==> config.mk <==
export PLATFORM = sky130hd
export DESIGN_NAME = ex_muldiv
export DESIGN_NICKNAME = d
export VERILOG_FILES = /design/src/rtl/ex_muldiv.sv
export SDC_FILE = /design/constraint.sdc
export NUM_CORES = 1
export LEC_CHECK = 0
export BUFFER_PORTS_ARGS = -buffer_cell sky130_fd_sc_hd__buf_2
export CAP_MARGIN = 20
export CORE_ASPECT_RATIO = 1.5
export CORE_UTILIZATION = 47
export DETAILED_ROUTE_END_ITERATION = 10
export GPL_ROUTABILITY_DRIVEN = 0
export GPL_TIMING_DRIVEN = 0
export PLACE_DENSITY = 0.76
export SYNTH_ARGS = -nofsm -noshare
export SYNTH_HDL_FRONTEND = slang
export SYNTH_SLANG_ARGS = --single-unit
==> constraint.sdc <==
create_clock -name clk -period 5.51 [get_ports clk]
set_clock_uncertainty 0.2 [all_clocks]
set_input_delay 0.8265 -clock clk [delete_from_list [all_inputs] [get_ports clk]]
set_output_delay 0.8265 -clock clk [all_outputs]
set_load 0.02 [all_outputs]
==> src/rtl/ex_muldiv.sv <==
// Iterative radix-2 RV32M multiply/divide unit for the EX stage.
// Works on operand magnitudes for 32 cycles, then applies the sign fix-up and presents the result for one capture cycle.
module ex_muldiv #(
   parameter int DATA_WIDTH = 32
) (
   input  logic                  clk,
   input  logic                  rst,
   input  logic                  start,
   input  logic [2:0]            funct3,
   input  logic [DATA_WIDTH-1:0] rs1,
   input  logic [DATA_WIDTH-1:0] rs2,
   input  logic                  flush,
   output logic                  busy,
   output logic                  done,
   output logic [DATA_WIDTH-1:0] result,
   output logic                  stall_req
);

   localparam int W = DATA_WIDTH;
   localparam logic [W-1:0] ALL_ONES  = {W{1'b1}};
   localparam logic [W-1:0] ALL_ZEROS = {W{1'b0}};
   localparam logic [W-1:0] MIN_NEG   = {1'b1, {(W-1){1'b0}}};
   localparam logic [5:0]   LAST_ITER = 6'(W-1);

   localparam logic [2:0] F_MUL    = 3'd0;
   localparam logic [2:0] F_MULH   = 3'd1;
   localparam logic [2:0] F_MULHSU = 3'd2;
   localparam logic [2:0] F_MULHU  = 3'd3;
   localparam logic [2:0] F_DIV    = 3'd4;
   localparam logic [2:0] F_DIVU   = 3'd5;
   localparam logic [2:0] F_REM    = 3'd6;
   localparam logic [2:0] F_REMU   = 3'd7;

   typedef enum logic [1:0] {
      ST_IDLE = 2'd0,
      ST_CALC = 2'd1,
      ST_DONE = 2'd2
   } state_t;

   state_t         state_r, state_nxt_s;
   logic [2:0]     op_r;
   logic [5:0]     cnt_r;
   logic           neg_r;
   logic [W-1:0]   opd_r;       // multiplicand for MUL*, divisor for DIV*/REM*
   logic [2*W-1:0] acc_r;       // {partial product, multiplier} or {remainder, dividend/quotient}
   logic [W-1:0]   result_r;

   logic           accept_s;
   logic           sgn_a_s, sgn_b_s, neg_s;
   logic [W-1:0]   a_mag_s, b_mag_s;
   logic           div_zero_s, div_ovf_s, special_s;
   logic [W-1:0]   special_res_s;

   logic [W:0]     mul_sum_s;
   logic [W:0]     div_sh_s;
   logic [W-1:0]   div_diff_s;
   logic           div_q_s;
   logic [W-1:0]   div_rem_s;
   logic [2*W-1:0] acc_nxt_s;
   logic [2*W-1:0] prod_fix_s;
   logic [W-1:0]   quo_fix_s, rem_fix_s;
   logic [W-1:0]   final_s;

   assign accept_s = (state_r == ST_IDLE) & start & ~flush;

   // Operand decode at accept: sign flags, magnitudes and directly-known results.
   always_comb begin
      sgn_a_s       = 1'b0;
      sgn_b_s       = 1'b0;
      special_res_s = ALL_ZEROS;
      if (funct3[2]) begin
         sgn_a_s = rs1[W-1] & ~funct3[0];
         sgn_b_s = rs2[W-1] & ~funct3[0];
      end else begin
         sgn_a_s = rs1[W-1] & (funct3 != F_MULHU);
         sgn_b_s = rs2[W-1] & ~funct3[1];
      end
      a_mag_s    = sgn_a_s ? (ALL_ZEROS - rs1) : rs1;
      b_mag_s    = sgn_b_s ? (ALL_ZEROS - rs2) : rs2;
      // Remainder takes the dividend sign; everything else the XOR of both.
      neg_s      = (funct3[2] & funct3[1]) ? sgn_a_s : (sgn_a_s ^ sgn_b_s);
      div_zero_s = funct3[2] & (rs2 == ALL_ZEROS);
      div_ovf_s  = ((funct3 == F_DIV) || (funct3 == F_REM)) && (rs1 == MIN_NEG) && (rs2 == ALL_ONES);
      special_s  = div_zero_s | div_ovf_s;
      if (div_zero_s) begin
         special_res_s = funct3[1] ? rs1 : ALL_ONES;
      end else begin
         special_res_s = funct3[1] ? ALL_ZEROS : MIN_NEG;
      end
   end

   // One shift-add or restoring-divide step, plus the sign fix-up used on the last step.
   always_comb begin
      mul_sum_s  = {1'b0, acc_r[2*W-1:W]} + (acc_r[0] ? {1'b0, opd_r} : {(W+1){1'b0}});
      div_sh_s   = {acc_r[2*W-1:W], acc_r[W-1]};
      div_q_s    = (div_sh_s >= {1'b0, opd_r});
      div_diff_s = div_sh_s[W-1:0] - opd_r;
      div_rem_s  = div_q_s ? div_diff_s : div_sh_s[W-1:0];
      if (op_r[2]) begin
         acc_nxt_s = {div_rem_s, acc_r[W-2:0], div_q_s};
      end else begin
         acc_nxt_s = {mul_sum_s, acc_r[W-1:1]};
      end
      prod_fix_s = neg_r ? ({(2*W){1'b0}} - acc_nxt_s) : acc_nxt_s;
      quo_fix_s  = neg_r ? (ALL_ZEROS - acc_nxt_s[W-1:0]) : acc_nxt_s[W-1:0];
      rem_fix_s  = neg_r ? (ALL_ZEROS - acc_nxt_s[2*W-1:W]) : acc_nxt_s[2*W-1:W];
      case (op_r)
         F_MUL:                      final_s = prod_fix_s[W-1:0];
         F_MULH, F_MULHSU, F_MULHU:  final_s = prod_fix_s[2*W-1:W];
         F_DIV, F_DIVU:              final_s = quo_fix_s;
         F_REM, F_REMU:              final_s = rem_fix_s;
         default:                    final_s = ALL_ZEROS;
      endcase
   end

   // Next-state logic; flush overrides every state.
   always_comb begin
      state_nxt_s = state_r;
      if (flush) begin
         state_nxt_s = ST_IDLE;
      end else begin
         case (state_r)
            ST_IDLE: state_nxt_s = start ? (special_s ? ST_DONE : ST_CALC) : ST_IDLE;
            ST_CALC: state_nxt_s = (cnt_r == LAST_ITER) ? ST_DONE : ST_CALC;
            ST_DONE: state_nxt_s = ST_IDLE;
            default: state_nxt_s = ST_IDLE;
         endcase
      end
   end

   // State register.
   always_ff @(posedge clk) begin
      if (rst) begin
         state_r <= ST_IDLE;
      end else begin
         state_r <= state_nxt_s;
      end
   end

   // Datapath registers: load on accept, iterate in CALC, hold otherwise.
   always_ff @(posedge clk) begin
      if (rst) begin
         op_r     <= 3'd0;
         cnt_r    <= 6'd0;
         neg_r    <= 1'b0;
         opd_r    <= ALL_ZEROS;
         acc_r    <= {(2*W){1'b0}};
         result_r <= ALL_ZEROS;
      end else if (accept_s) begin
         op_r  <= funct3;
         cnt_r <= 6'd0;
         neg_r <= neg_s;
         opd_r <= funct3[2] ? b_mag_s : a_mag_s;
         acc_r <= {ALL_ZEROS, (funct3[2] ? a_mag_s : b_mag_s)};
         if (special_s) begin
            result_r <= special_res_s;
         end
      end else if ((state_r == ST_CALC) && !flush) begin
         acc_r <= acc_nxt_s;
         cnt_r <= cnt_r + 6'd1;
         if (cnt_r == LAST_ITER) begin
            result_r <= final_s;
         end
      end
   end

   assign busy      = (state_r == ST_CALC);
   assign done      = (state_r == ST_DONE) & ~flush;
   assign stall_req = ((state_r == ST_IDLE) & start) | (state_r == ST_CALC);
   assign result    = result_r;

endmodule

==> impl_metrics.ini, run 1 <==
[synthesis]
syn-num-nets = 2421
synth_cell_types = 101
synth_seq_area_share = 0.178
synth_area_per_cell_um2 = 6.93
yosys-top-cells-area = dfxtp_1, a21oi_1, nor2_1
postSynth.asyncResetShare = 0
synth_flop_cell = dfxtp_1
yosys.area.top_type = dfxtp_1
synth_seq_cells = 140
synth_top_area_frac = 0.178
synth_edf_count = 0
yosysWarningCount = 0
syn_area_um2 = 15800
synthCells = 2278

[floorplanning]
num_rows = 81
ioPinCount = 106
die_w_um = 152
die_height_um = 226
start_util = 0.481

[clock_tree]
htreeDepth = 4
cts-buffers-inserted = 17
clock_sink_count = 140
max-clock-path-buffers = 2
root_buffer = clkbuf_16
cts_hold_buf = 0

[placement]
dpl.cell_count = 2798
hpwl_um = 61300
place_area_um2 = 16800
port_buffers = 104

[global_routing]
grt_max_degree = 20
grt_pass1_vias = 21000
grt_use_total = 0.535
grt_pass1_wl_um = 136000
grt.overflow.total = 54

[status]
error = [ERROR GRT-0116] Global routing finished with congestion. Check the congestion regions in the DRC Viewer.
status = stopped before the end
stop_stage = global routing
cell families after synthesis:
kind of cell / Yosys count / synth area share
AND/OR/NAND/NOR: 875 / 0.265
AO/OA/AOI/OAI: 767 / 0.324
buffers and inverters: 211 / 0.0528
XOR/XNOR: 159 / 0.0882
flip-flops: 140 / 0.178
adder cells (fa/ha/maj): 72 / 0.0580
multiplexers: 54 / 0.0350
cell usage after synthesis, drive strengths merged, types with 34 or more instances:
master / number
a211oi: 61
a21oi: 214
and2: 55
clkbuf: 112
dfxtp: 140
ha: 70
inv: 66
mux2i: 44
nand2: 237
nand3: 43
nand4: 36
nor2: 273
nor3: 82
o211ai: 40
o21ai: 166
o221ai: 34
o31ai: 34
xnor2: 92
xor2: 67
per-layer routing:
metal	overflow	global-route usage
met5	0	0.106
met1	0	0.539
met3	0	0.340
met2	27	0.713
met4	27	0.535
through the flow:
stage	setup WS, ns	utilization
2_1_floorplan	0.226	-
3_3_place_gp	-2.83	0.512
3_5_place_dp	-2.85	0.513
4_1_cts	0.00226	0.547
repair_timing:
| item | 4_1_cts |
|---|---|
| resized for setup | 87 |
| endpoints found under the setup margin | 49 |
| buffers inserted | 19 |
| pin swaps | 22 |
==> run 2, diff against run 1 <==
--- a/config.mk
+++ b/config.mk
@@ -7,12 +7,11 @@
 export LEC_CHECK = 0
 export BUFFER_PORTS_ARGS = -buffer_cell sky130_fd_sc_hd__buf_2
 export CAP_MARGIN = 20
-export CORE_ASPECT_RATIO = 1.5
-export CORE_UTILIZATION = 47
+export CORE_UTILIZATION = 32
 export DETAILED_ROUTE_END_ITERATION = 10
 export GPL_ROUTABILITY_DRIVEN = 0
 export GPL_TIMING_DRIVEN = 0
-export PLACE_DENSITY = 0.76
+export PLACE_DENSITY_LB_ADDON = 0.15
 export SYNTH_ARGS = -nofsm -noshare
 export SYNTH_HDL_FRONTEND = slang
 export SYNTH_SLANG_ARGS = --single-unit
==> constraint.sdc (replaced) <==
create_clock -name clk -period 7.16 [get_ports clk]
set_clock_uncertainty 0.2 [all_clocks]
set_input_delay 1.074 -clock clk [delete_from_list [all_inputs] [get_ports clk]]
set_output_delay 1.074 -clock clk [all_outputs]
set_load 0.02 [all_outputs]
==> run 2 against run 1 <==
Against the previous run:
- the run now ends clean
- area after synthesis did not move
- synthesized cell count unchanged
==> impl_metrics.ini, run 2 <==
[critical_path]
start_kind = flip-flop
reg2reg_to = result[10]$_SDFFE_PP0P_
worstSetupPathType = reg2reg
critical_path_required_ns = 7.29
worstRegToRegCells = 18
reg2reg_slack_ns = 0.17
crit_chain = ha_1 -> a21o_1 -> a31o_1 -> a21o_1 -> a221oi_2 -> o21ai_4 -> buf_6 -> a311oi_2 -> ha_1 -> nand3_1 -> a211oi_1 -> a211oi_2 -> nand3b_1 -> or3b_2 -> o31ai_1 -> xor2_1 -> a211oi_1 -> o21ai_0
critPathMaxStageDelay_ns = 0.73
crit_slowest_cell = a221oi_2
crit_family = compound AO/OA/AOI/OAI gates
crit_arrival_ns = 7.11
critPathCaptureType = flip-flop
path_buf_inv = 1
crit_fanout = 10
reg2reg_from = acc_r[37]$_SDFFE_PP0P_

[clock_tree]
htreeDepth = 4
clock_latency_ns = 0.47
max-clock-path-buffers = 2
clkTransAtPathRegs_ns = 0.06
clock_sink_count = 140
cts-buffers-inserted = 17
cts_tree = yes
cts_hold_buf = 0
root_buffer = clkbuf_16

[final_layout]
regMostFlops = acc_r
fin_nets = 2549
largest_reg_flops = 64
antenna_cells = 0
drive_gt1_frac = 0.0968
final_common_cell = nor2_1
area_growth_pct = 12.8
final_core_util = 0.365
final_cell_mix = nor2_1, nand2_1, a21oi_1

[floorplanning]
ioPinCount = 106
fp.dieArea_um2 = 50200
num_rows = 81
die_height_um = 224
core-area_um2 = 48800
start_util = 0.323
die_w_um = 224

[placement]
port_buffers = 104
hpwl_um = 68300

[status]
status = complete, no violations

[timing]
period_needed_ns = 6.99
rsz0062_at_grt = no
timing.final.crit_share = 0.976
tightest_slew_ns = 1.03
finalHoldViolCount = 0
fmax_ghz = 0.143
holdWs_ns = 0.248
slew-limit-headroom = 0.305
slew_violations = 0
setup_viol = 0

[global_routing]
grt_pass1_vias = 17700
grt_pass1_wl_um = 119000
grt_use_total = 0.323
antenna_found_initial = 3
grt_max_degree = 17
grt.overflow.total = 0

[synthesis]
yosys-top-cells-area = dfxtp_1, a21oi_1, nor2_1
synth_seq_cells = 140
synth_area_per_cell_um2 = 6.93
synth_common_cells = nor2_1, nand2_1, a21oi_1
synth_cell_types = 101
synth_flop_cell = dfxtp_1
synth_top_area_frac = 0.178
postSynth.asyncResetShare = 0
post-synth-top-count-cell = nor2_1
synth_edf_count = 0
synthCells = 2278
yosys.area.top_type = dfxtp_1
yosysWarningCount = 0
syn-num-nets = 2421
synth_seq_area_share = 0.178
syn_area_um2 = 15800

[routing]
wirelength_um = 82400
drc = 0
drt-initial-drc-count = 2369
firstDrtPassIters = 9
vias = 19400
ant_nets = 0
wl_per_cell_um = 26.7
viasPerCell = 6.28

[worst_hold_path]
holdPathStages = 2
min_to = result[5]$_SDFFE_PP0P_
min_from = result[5]$_SDFFE_PP0P_
hp-class = reg2reg

[power_and_ir_drop]
p_per_area_nw_per_um2 = 179
peakVddDrop_mv = 0.125
power.total_uw = 3190
p_leak_uw = 0.00676

[flow_run]
cap_violations = 0
-- run 2: cell counts after synthesis --
No cell type changed its count.
-- run 2: report_power, final --
group / internal [uW] / switching (uW)
logic: 427 / 999
clock network: 488 / 402
registers: 817 / 60.4
total: 1730 / 1460
-- run 2: metal layers --
layer	vias to the layer above	global-route usage	part of all wire
met2	1151	0.492	0.43
met3	254	0.0776	0.10
li1	8688	-	-
met4	4	0.170	0.059
met5	-	0	0.00032
met1	9260	0.419	0.41
-- run 2: logic make-up (layout without fill, tap and decap cells) --
group / Yosys count / after routing / share of synthesized area
muxes: 54 / 54 / 0.0350
buffers and inverters: 211 / 351 / 0.0528
adders and majority gates: 72 / 72 / 0.0580
and+or+nand+nor: 875 / 875 / 0.265
xor gates and xnor gates: 159 / 159 / 0.0882
AOI/OAI and AO/OA: 767 / 767 / 0.324
DFF: 140 / 140 / 0.178
-- run 2: how the worst max path moves through the flow --
| stage | from | to | slack (ns) | cells past startpoint |
|---|---|---|---|---|
| finish | acc_r[37]$_SDFFE_PP0P_ | result[10]$_SDFFE_PP0P_ | 0.17 | 18 |
| global placement | op_r[2]$_SDFFE_PP0P_ | result[10]$_SDFFE_PP0P_ | -0.98 | 18 |
| detailed placement | op_r[2]$_SDFFE_PP0P_ | result[10]$_SDFFE_PP0P_ | -0.91 | 18 |
| CTS | opd_r[24]$_SDFFE_PP0P_ | result[10]$_SDFFE_PP0P_ | 0.03 | 23 |
| global route | acc_r[37]$_SDFFE_PP0P_ | result[10]$_SDFFE_PP0P_ | 0.03 | 21 |
| floorplan | opd_r[6]$_SDFFE_PP0P_ | result[30]$_SDFFE_PP0P_ | 1.88 | 19 |
-- run 2: cell type report --
type | count | area, um2
plain buffers | 141 | 581
clock buffers | 19 | 443
clock inverters | 12 | 116
fillers | 5385 | 31000
inverters | 69 | 259
multi-input cells | 1927 | 12200
flip-flops and latches | 140 | 2800
well taps | 664 | 831
repair buffers | 110 | 563
-- run 2: worst min-delay path: cells and delay by family, from the launching register on --
kind / cells / cell delay, ns
and+or+nand+nor: 2 / 0.10
DFF: 1 / 0.31
-- run 2: repair_timing --
| item | in CTS | in global routing |
|---|---|---|
| gates resized for setup | 10 | 13 |
| buffers inserted | 0 | 3 |
| pin swaps | 0 | 1 |
| endpoints found under the setup margin | 15 | 10 |
-- run 2: per-stage QoR --
| step | instance area (um2) | std cells | worst slack [ns] | TNS, ns |
|---|---|---|---|---|
| floorplan | 15800 | 2278 | 1.88 | 0 |
| global placement | 17100 | 3046 | -0.981 | -7.92 |
| detailed placement | 17200 | 3048 | -0.911 | -7.02 |
| CTS | 17700 | 3079 | 0.0270 | 0 |
| global route | 17800 | 3082 | 0.0334 | 0 |
| finish | 17800 | 3082 | 0.174 | 0 |
Power figures use the tool's default switching activity.
==> run 3, diff against run 2 <==
--- a/config.mk
+++ b/config.mk
@@ -6,12 +6,14 @@
 export NUM_CORES = 1
 export LEC_CHECK = 0
 export BUFFER_PORTS_ARGS = -buffer_cell sky130_fd_sc_hd__buf_2
-export CAP_MARGIN = 20
+export CAP_MARGIN = 25
 export CORE_UTILIZATION = 32
 export DETAILED_ROUTE_END_ITERATION = 10
 export GPL_ROUTABILITY_DRIVEN = 0
 export GPL_TIMING_DRIVEN = 0
 export PLACE_DENSITY_LB_ADDON = 0.15
+export REMOVE_ABC_BUFFERS = 1
 export SYNTH_ARGS = -nofsm -noshare
 export SYNTH_HDL_FRONTEND = slang
 export SYNTH_SLANG_ARGS = --single-unit
+export TNS_END_PERCENT = 30
==> run 3 against run 2 <==
Against the previous run:
- sequential power barely moved
- register-to-register slack improved by 0.09 ns
- first-iteration DRC count fell by 6.7%
- clock power rose by 17%
- routed wire length fell by 14%
- maximum frequency rose by 1.4%
- final area fell by 0.63%
- worst setup slack improved by 0.094 ns
- global-route usage fell by 4.7 points
- utilization fell by 0.23 points
- clock-buffer cell count fell by 2
- via count fell by 7.0%
- largest cell class unchanged
==> impl_metrics.ini, run 3 (same netlist as run 2, synthesis figures left out) <==
[status]
status = complete, no violations

[placement]
hpwl_um = 55000
port_buffers = 105

[timing]
finalHoldViolCount = 0
rsz0062_at_grt = no
fmax_ghz = 0.145
timing.final.crit_share = 0.963
tightest_slew_ns = 1.17
setup_viol = 0
period_needed_ns = 6.89
slew_violations = 0
fin_tns_setup_ns = 0
slew-limit-headroom = 0.211

[power_and_ir_drop]
p_leak_uw = 0.00674
power.total_uw = 3210
peakVddDrop_mv = 0.144
p_per_area_nw_per_um2 = 181

[critical_path]
crit_arrival_ns = 7.00
critical_path_required_ns = 7.26
reg2reg_to = result[26]$_SDFFE_PP0P_
crit_fanout = 12
critPathCaptureType = flip-flop
reg2reg_from = opd_r[23]$_SDFFE_PP0P_
worstSetupPathType = reg2reg
worstRegToRegCells = 19
start_kind = flip-flop
reg2reg_slack_ns = 0.27

[final_layout]
largest_reg_flops = 64
nFillCells = 5360
area_growth_pct = 12.1
final_core_util = 0.362
fin_nets = 2425
antenna_cells = 0
drive_gt1_frac = 0.103
final_cell_mix = nor2_1, nand2_1, a21oi_1
final_common_cell = nor2_1
regMostFlops = acc_r

[global_routing]
grt_pass1_vias = 16900
antenna_found_initial = 0
grt.overflow.total = 0
grt_use_total = 0.275
grt_max_degree = 78
grt_pass1_wl_um = 105000

[worst_hold_path]
hp-class = reg2reg
holdPathStages = 2
min_to = result[5]$_SDFFE_PP0P_
min_from = result[5]$_SDFFE_PP0P_

[routing]
wl_per_cell_um = 23.9
dr_wl_met3_um = 4630
drc = 0
wirelength_um = 70800
drt-initial-drc-count = 2210
viasPerCell = 6.08
highest_layer = met4
firstDrtPassIters = 8
dr_wl_met2_um = 32200
vias = 18000
wl_met1_um = 30800
ant_nets = 0

[floorplanning]
core-area_um2 = 48800
die_height_um = 224
start_util = 0.323
die_w_um = 224
num_rows = 81
ioPinCount = 106
fp.dieArea_um2 = 50200

[clock_tree]
clock_sink_count = 140
root_buffer = clkbuf_16
cts_tree = yes
clkTransAtPathRegs_ns = 0.07
cts-buffers-inserted = 17
cts_hold_buf = 0
clock_latency_ns = 0.46
htreeDepth = 4
max-clock-path-buffers = 2
post_cts.repair.setup_buffers = 0

[flow_run]
cap_violations = 0
-- run 3: changes by cell type in the layout (fill, tap and decap cells not counted), sizes merged --
cell      previous run  this run
a21oi              214       215
clkbuf             133        18
clkinv               7         6
bufinv               1         5
buf                137       125
inv                 69        71
clkinvlp             4         2
-- run 3: cell type report --
class | instances | area, um2 | area share
clock buffer | 17 | 425 | 0.0240
clock inverter | 15 | 235 | 0.0133
inverter | 69 | 259 | 0.0146
multi-input combinational | 1928 | 12200 | 0.692
sequential | 140 | 2810 | 0.159
tap | 664 | 831 | 0.0469
timing repair buffer | 126 | 896 | 0.0506
-- run 3: per-layer routing --
layer	global-route usage	up-vias
met1	0.361	8534
met4	0.125	0
li1	-	8430
met5	0	-
met2	0.451	882
met3	0.0310	154
-- run 3: how the worst max path moves through the flow --
stage	from	to	slack, ns	depth (start not counted)
floorplan	op_r[2]$_SDFFE_PP0P_	result[26]$_SDFFE_PP0P_	-0.71	13
global placement	op_r[2]$_SDFFE_PP0P_	result[26]$_SDFFE_PP0P_	-5.24	13
detailed placement	opd_r[6]$_SDFFE_PP0P_	result[26]$_SDFFE_PP0P_	-0.13	18
CTS	opd_r[6]$_SDFFE_PP0P_	result[26]$_SDFFE_PP0P_	0.13	18
global route	opd_r[23]$_SDFFE_PP0P_	result[8]$_SDFFE_PP0P_	0.08	19
finish	opd_r[23]$_SDFFE_PP0P_	result[26]$_SDFFE_PP0P_	0.27	19
-- run 3: through the flow --
step / std cells / instance area [um2] / setup WS (ns) / hold slack, ns
detailed placement: 2925 / 17000 / -0.125 / 0.230
global route: 2959 / 17700 / 0.0782 / 0.277
CTS: 2957 / 17700 / 0.126 / 0.242
finish: 2959 / 17700 / 0.268 / 0.240
global placement: 2905 / 16600 / -5.24 / 0.228
floorplan: 2136 / 15200 / -0.713 / 0.234
-- run 3: report_power, final --
part	total, uW	switching [uW]	internal, uW
registers	878	61.2	816
logic	1300	875	420
clock network	1040	411	625
total	3210	1350	1860
-- run 3: critical path, cell delays in order (launching register included) --
cell and delay [ns]:
dfxtp_1 0.41, inv_1 0.07, ha_1 0.48, nand4_1 0.34, nor4_1 0.66, nand3_1 0.38, o211ai_4 0.37, a2111oi_0 0.18
a311oi_2 0.55, ha_1 0.34, nand3_1 0.10, a211oi_1 0.25, a211oi_1 0.13, nand3b_1 0.55, o21ai_1 0.56, inv_1 0.21
a21oi_1 0.28, a21boi_0 0.17, o31ai_1 0.39, a211oi_2 0.11
-- run 3: timing repair --
action	CTS	global route
gates cloned	0	1
endpoints found under the setup margin	2	3
gates resized for setup	2	3
